**config.mk**
```make
export PLATFORM = sky130hd
export DESIGN_NAME = shiftreg_tx_ctrl
export DESIGN_NICKNAME = d
export VERILOG_FILES = /design/src/rtl/shiftreg_pkg.sv /design/src/rtl/shiftreg_tx_ctrl.sv
export SDC_FILE = /design/constraint.sdc
export NUM_CORES = 1
export LEC_CHECK = 0
export CORE_UTILIZATION = 51
export CTS_BUF_LIST = sky130_fd_sc_hd__clkbuf_8
export CTS_CLUSTER_DIAMETER = 40
export DETAILED_ROUTE_END_ITERATION = 8
export PLACE_DENSITY = 0.95
export SYNTH_ARGS = -nofsm -noshare
export SYNTH_HDL_FRONTEND = slang
export SYNTH_SLANG_ARGS = --single-unit
```
**constraint.sdc**
```tcl
create_clock -name clk -period 4.8 [get_ports clk]
set_input_delay 0.96 -clock clk [delete_from_list [all_inputs] [get_ports clk]]
set_output_delay 0.96 -clock clk [all_outputs]
set_load 0.01 [all_outputs]
```
**src/rtl/shiftreg_pkg.sv**
```systemverilog
// Shared definitions for the load/shift register sequencer: state encoding,
// register select encoding and the default byte width.
package shiftreg_pkg;

    localparam int unsigned DEFAULT_DATA_W = 8;

    localparam logic SR_LOAD  = 1'b1;
    localparam logic SR_SHIFT = 1'b0;

    typedef enum logic [1:0] {
        IDLE  = 2'd0,
        LOAD  = 2'd1,
        SHIFT = 2'd2,
        GAP   = 2'd3
    } state_t;

endpackage

```
**src/rtl/shiftreg_tx_ctrl.sv**
```systemverilog
// Byte-to-serial sequencer driving an external load/shift register: loads each
// accepted byte, then clocks it out over a valid/ready serial port.
module shiftreg_tx_ctrl
    import shiftreg_pkg::*;
#(
    parameter int unsigned DATA_W     = DEFAULT_DATA_W,
    parameter bit          MSB_FIRST  = 1'b1,
    parameter int unsigned GAP_CYCLES = 2,
    parameter logic        FILL       = 1'b0
) (
    input  logic              clk,
    input  logic              rst,
    input  logic              in_valid,
    output logic              in_ready,
    input  logic [DATA_W-1:0] in_data,
    output logic              sr_S,
    output logic              sr_s_in,
    output logic [DATA_W-1:0] sr_p_in,
    input  logic [DATA_W-1:0] sr_q,
    output logic              ser_out,
    output logic              ser_valid,
    input  logic              ser_ready,
    output logic              busy,
    output logic              done
);

    localparam int unsigned CNT_W    = $clog2(DATA_W) + 1;
    localparam int unsigned GAP_W    = (GAP_CYCLES > 1) ? $clog2(GAP_CYCLES) : 1;
    localparam int unsigned GAP_LAST = (GAP_CYCLES > 0) ? GAP_CYCLES - 1 : 0;
    localparam int unsigned OUT_BIT  = MSB_FIRST ? DATA_W - 1 : 0;

    state_t            state;
    logic [CNT_W-1:0]  cnt;
    logic [GAP_W-1:0]  gap_cnt;
    logic [DATA_W-1:0] hold_q;
    logic              stall;

    // A stalled shift reloads the register with its own contents so it holds.
    assign stall   = (state == SHIFT) && !ser_ready;
    assign sr_S    = ((state == LOAD) || stall) ? SR_LOAD : SR_SHIFT;
    assign sr_p_in = stall ? sr_q : hold_q;
    assign sr_s_in = FILL;
    assign ser_out = ser_valid ? sr_q[OUT_BIT] : FILL;

    // Sequencer; in_ready/ser_valid/busy are registered with the state they describe.
    always_ff @(posedge clk or posedge rst) begin
        if (rst) begin
            state     <= IDLE;
            cnt       <= '0;
            gap_cnt   <= '0;
            hold_q    <= '0;
            in_ready  <= 1'b0;
            ser_valid <= 1'b0;
            busy      <= 1'b0;
            done      <= 1'b0;
        end else begin
            done <= 1'b0;
            case (state)
                IDLE: begin
                    if (in_valid && in_ready) begin
                        hold_q   <= in_data;
                        state    <= LOAD;
                        in_ready <= 1'b0;
                        busy     <= 1'b1;
                    end else begin
                        in_ready <= 1'b1;
                    end
                end
                LOAD: begin
                    state     <= SHIFT;
                    cnt       <= '0;
                    ser_valid <= 1'b1;
                end
                SHIFT: begin
                    if (ser_ready) begin
                        if (cnt == CNT_W'(DATA_W - 1)) begin
                            done      <= 1'b1;
                            ser_valid <= 1'b0;
                            cnt       <= '0;
                            if (GAP_CYCLES == 0) begin
                                state    <= IDLE;
                                in_ready <= 1'b1;
                                busy     <= 1'b0;
                            end else begin
                                state   <= GAP;
                                gap_cnt <= '0;
                            end
                        end else begin
                            cnt <= cnt + 1'b1;
                        end
                    end
                end
                GAP: begin
                    if (gap_cnt == GAP_W'(GAP_LAST)) begin
                        state    <= IDLE;
                        in_ready <= 1'b1;
                        busy     <= 1'b0;
                    end else begin
                        gap_cnt <= gap_cnt + 1'b1;
                    end
                end
                default: state <= IDLE;
            endcase
        end
    end

endmodule

```
Word-level counts from Yosys, hierarchy flattened
Index checks and enable logic that the tools add are counted.
- register bits: 19
- input port bits: 20
- output and inout port bits: 15
- logic and storage cells: 58
- add/sub/neg operators: 2
- equal/unequal tests: 8
- mux-type cells: 25
- reduce and logical (&&, ||, !) cells: 15
- operators with widths (kind ; number):
    2-to-1 mux 1 bit ; 12
    AND reduction 3 bit ; 3
    2-to-1 mux 2 bit ; 4
    2-to-1 mux 4 bit ; 2
    2-to-1 mux 8 bit ; 1
    one-hot mux 1 bit (2 select lines) ; 4
    one-hot mux 2 bit (4 select lines) ; 1
    one-hot mux 4 bit (2 select lines) ; 1
    != test 2 bit (second input constant) ; 3
    AND reduction 2 bit ; 3
    nonzero test 2 bit ; 3
    adder 4 x 1 -> 4 bit (second input constant) ; 1
    == test 2 bit (second input constant) ; 2
    == test 4 x 3 -> 1 bit (second input constant) ; 1
    AND reduction 4 bit ; 1
    == test 2 x 1 -> 1 bit (second input constant) ; 1
    logical AND 1 bit ; 2
    logical NOT 2 bit ; 1
    != test 2 x 1 -> 1 bit (second input constant) ; 1
    adder 1 bit (second input constant) ; 1
    logical NOT 1 bit ; 1
    logical OR 1 bit ; 1

Depth between registers and ports, before layout
- word-level depth: 4
- gate-level depth with buffers: 7
- gate-level depth less buffers: 5

Least setup slack after synthesis
No wires, ideal clock.
- path type: input -> output
- start: in ser_ready
- end: out sr_p_in[0]
- arrival time: 1667 ps
- data required time: 3840 ps
- path slack: 2173 ps
- stages on the path: 4
- path buffers: 2
- cells stage by stage: buf_6 -> nor2b_4 -> buf_6 -> mux2_2
- longest elaborated chain between the ends: 3
- ends and longest elaborated chain (what ; RTL line ; source):
    from (decl) ; shiftreg_tx_ctrl.sv:22 ; input logic ser_ready,
    logical NOT 1 bit ; shiftreg_tx_ctrl.sv:39 ; assign stall = (state == SHIFT) && !ser_ready;
    logical AND 1 bit ; shiftreg_tx_ctrl.sv:39 ;
    2-to-1 mux 8 bit ; shiftreg_tx_ctrl.sv:41 ; assign sr_p_in = stall ? sr_q : hold_q;
    to (decl) ; shiftreg_tx_ctrl.sv:18 ; output logic [DATA_W-1:0] sr_p_in,
Every way passes these cells.

Worst setup path in the final report
Same ends and word-level chain as after synthesis.

==> summary.md <==
| Metric | Value |
|---|---|
| Remaining DRCs | `0` |
| Max_slew headroom | `50.8%` |
| Syn_area_per_cell | `11.8 um^2` |
| Vert. Die Dim | `48.2 um` |
| Largest net degree at the start of global routing | `20` |
| Core Box Area | `0.00198 mm^2` |
| Clk buf depth | `2` |
| WP data required | `3.84 ns` |
| Biggest area consumer among synthesized cells | `dfrtp_1` |
| DIE AREA | `0.00232 mm^2` |
| Clock network power share | `13.4%` |
| Starting DRT DRC Count | `4` |
| XOR/XNOR share of the synthesized area | `0%` |
| N_diodes | `0` |
| Power share of the combinational group | `53.6%` |
| Gr usage total | `20.3%` |
| Vias in the first global route | `749` |
| Number of enable flip-flop cells after synthesis | `0` |
| Syn Nets | `118` |
| Static leakage | `0.644 nW` |
| Initial antenna violation count | `0` |
| Slew @ Worst Pin | `0.737 ns` |
| Routed vias/inst | `5.38` |
| Antenna Nets Post-Route | `0` |
| Crit path kind | `in -> out` |
| Gate Count Post-Synth | `92` |
| Die W | `48.2 um` |
| Synth top area cells | `dfrtp_1 (44%), mux2_2 (17%), ha_1 (6.9%), buf_6 (3.1%), a21oi_1 (2.8%)` |
| Post-CTS Hold Buffers | `0` |
| TritonCTS Buffers | `3` |
| Hold crit path type | `reg -> reg` |
| Int Pwr | `0.549 mW` |
| Setup TNS | `0 ns` |
| Seq/Total Area, Yosys | `43.7%` |
| Outcome | `complete, no violations` |
| Io pins | `35` |
| Mux contribution to synthesized area | `19.8%` |
| GPL Wtd Cong | `0.688` |
| Compound-Gate Fraction of Synth Area | `11.0%` |
| Cell variety after synth | `29` |
| Layout Nets | `152` |
| Clock-pin transition on the worst setup and hold timing paths | `0.07 ns` |
| Htree depth | `1` |
| Port buffer count | `33` |
| Final Hold Vio Count | `0` |
| Max-Cap Viols | `0` |
| Area growth from synthesis to layout | `33.9%` |
| Placed Area | `0.00141 mm^2` |
| Root Driver | `clkbuf_8` |
| Final period util | `77.8%` |
| Max Freq | `268 MHz` |
| CP Launch Type | `primary input` |
| Synth async-reset ratio | `100%` |
| #FFs+latches synth | `19` |
| CTS tree | `done` |
| Postcts setup bufs | `0` |
| Post-route cell area | `0.00146 mm^2` |
| Number of fill cells | `137` |
| NetSw | `0.291 mW` |
| Clock skew | `0.00734 ns` |
| Vias | `818` |
| Min Clock Period, post-route | `3.74 ns` |
| Fin util | `73.5%` |
| HPWL after DPL | `1.68 mm` |
| PostCTS Resize Cnt | `0` |
| Starting Density | `54.9%` |
| Simple-Gate Fraction of Synth Area | `12.8%` |
| Overflow after GRT | `0` |
| First-pass GRT wire length | `3.15 mm` |
| CP arrival | `2.78 ns` |
| Sw frac | `34.6%` |
| Clk sinks | `19` |
| CP Max Fanout | `9` |
| Slew Viols, Final | `0` |
| RSZ-0062 raised after global routing | `no` |
| Drt pass-1 iters | `4` |
| Highest ir drop seen on vdd | `0.396 mV` |
| Row cnt | `16` |
| Clk_lat worst skew | `0.26 ns` |
| Post-synthesis adder-cell area fraction | `6.90%` |
| Wire per inst | `14.2 um` |
| Pwr Density | `576 mW/mm^2` |
| Mapped Area | `0.00109 mm^2` |
| Ys Warns | `0` |
| Most used DFF post-synth | `dfrtp_1` |
| DRT Wirelength | `2.16 mm` |
| Share of cells above drive strength 1 | `20.8%` |
| Worst Setup End Kind | `output port` |
| Main combinational cell family by area after synthesis | `multiplexers` |
| Post-synth top area share | `43.7%` |
| Reg power frac | `33.0%` |
| Setup Viol. Count Final | `0` |
## layout make-up
| type | count | area, um^2 | share of cell area (%) |
|---|---|---|---|
| Clock buffer | 3 | 41.3 | 2.83 |
| Clock inverter | 1 | 5.00 | 0.343 |
| Inverter | 5 | 18.8 | 1.29 |
| Multi-Input combinational cell | 64 | 553 | 37.9 |
| Sequential cell | 19 | 475 | 32.6 |
| Tap cell | 27 | 33.8 | 2.32 |
| Timing Repair Buffer | 33 | 330 | 22.7 |
## through the flow
step / instances / setup WS, ns / total power, mW / hold slack, ns
after floorplan: 92 / 2.17 / 0.570 / 0.475
after global placement: 148 / 1.10 / 0.707 / 0.484
after detailed placement: 148 / 1.06 / 0.733 / 0.491
after CTS: 152 / 1.05 / 0.847 / 0.516
after global routing: 152 / 0.990 / 0.895 / 0.537
final: 152 / 1.06 / 0.840 / 0.510
## cells by family after synthesis
| logic type | count (synthesis) |
|---|---|
| other | 1 |
| DFF | 19 |
| and+or+nand+nor | 21 |
| muxes | 19 |
| AOI/OAI and AO/OA | 17 |
| adders and majority gates | 6 |
| buffers and inverters | 9 |
## critical path, stage by stage
cell and delay [ns]:
clkdlybuf4s50_1 0.59, nor2b_4 0.37, mux2_2 0.37, clkdlybuf4s50_1 0.48
## placed cells by master (no fill, tap or decap)
cell type / n
a2111oi_4: 1
a21boi_1: 1
a21oi_1: 6
and2_1: 1
and2b_4: 1
clkbuf_8: 3
clkdlybuf4s50_1: 33
clkinv_2: 1
conb_1: 1
dfrtp_1: 19
ha_1: 6
inv_1: 5
mux2_2: 16
mux2_4: 1
mux2i_1: 2
nand2_1: 3
nand3_1: 3
nand3b_4: 1
nand4_1: 1
nand4b_1: 1
nor2_1: 5
nor2b_1: 2
nor2b_4: 1
o211ai_1: 1
o21a_1: 1
o21ai_0: 5
o22a_1: 1
o22ai_1: 1
or3b_2: 1
or4_1: 1
## power groups by stage
stage	clock (mW)	sequential (mW)	combinational (mW)
6_report	0.112	0.277	0.451
2_1_floorplan	0	0.268	0.302
4_1_cts	0.114	0.277	0.456
3_3_place_gp	0	0.275	0.432
3_5_place_dp	0	0.279	0.454
5_1_grt	0.121	0.285	0.490
## path summary, 6_finish.rpt
kind	start	end	slack, ns	cells after the start
max in group asynchronous	rst	ser_valid	3.21	2
setup / recovery	ser_ready	sr_p_in[0]	1.06	4
hold / removal	busy	busy	0.51	2
hold reg to reg	busy	busy	0.51	2
min in group asynchronous	rst	hold_q[2]	1.12	2
setup reg to reg	state[0]	state[1]	2.94	5
## cells in the mapped netlist, types with 2 or more instances
master and instances:
mux2i_1 2, a21oi_1 6, inv_1 5, nand2_1 3
ha_1 6, nor2b_1 2, nand3_1 3, buf_6 3
o21ai_0 5, mux2_2 16, nor2_1 5, dfrtp_1 19
## sequential cells by signal, summed over array words and instances, names as in the netlist
signal	flops
hold_q	8
cnt	4
state	2
busy	1
done	1
gap_cnt	1
in_ready	1
ser_valid	1
## layer usage
| layer | global-route usage (%) | up-vias | share of wire [%] | routed length [um] |
|---|---|---|---|---|
| met1 | 23.7 | 391 | 41 | 887 |
| met4 | 11.1 | 0 | 1.3 | 28 |
| met2 | 35.2 | 36 | 52 | 1130 |
| met3 | 3.33 | 3 | 5.3 | 114 |
| li1 | - | 388 | - | - |
| met5 | 0 | - | 0 | 0 |
No activity file was read; power rests on OpenSTA's default activity.
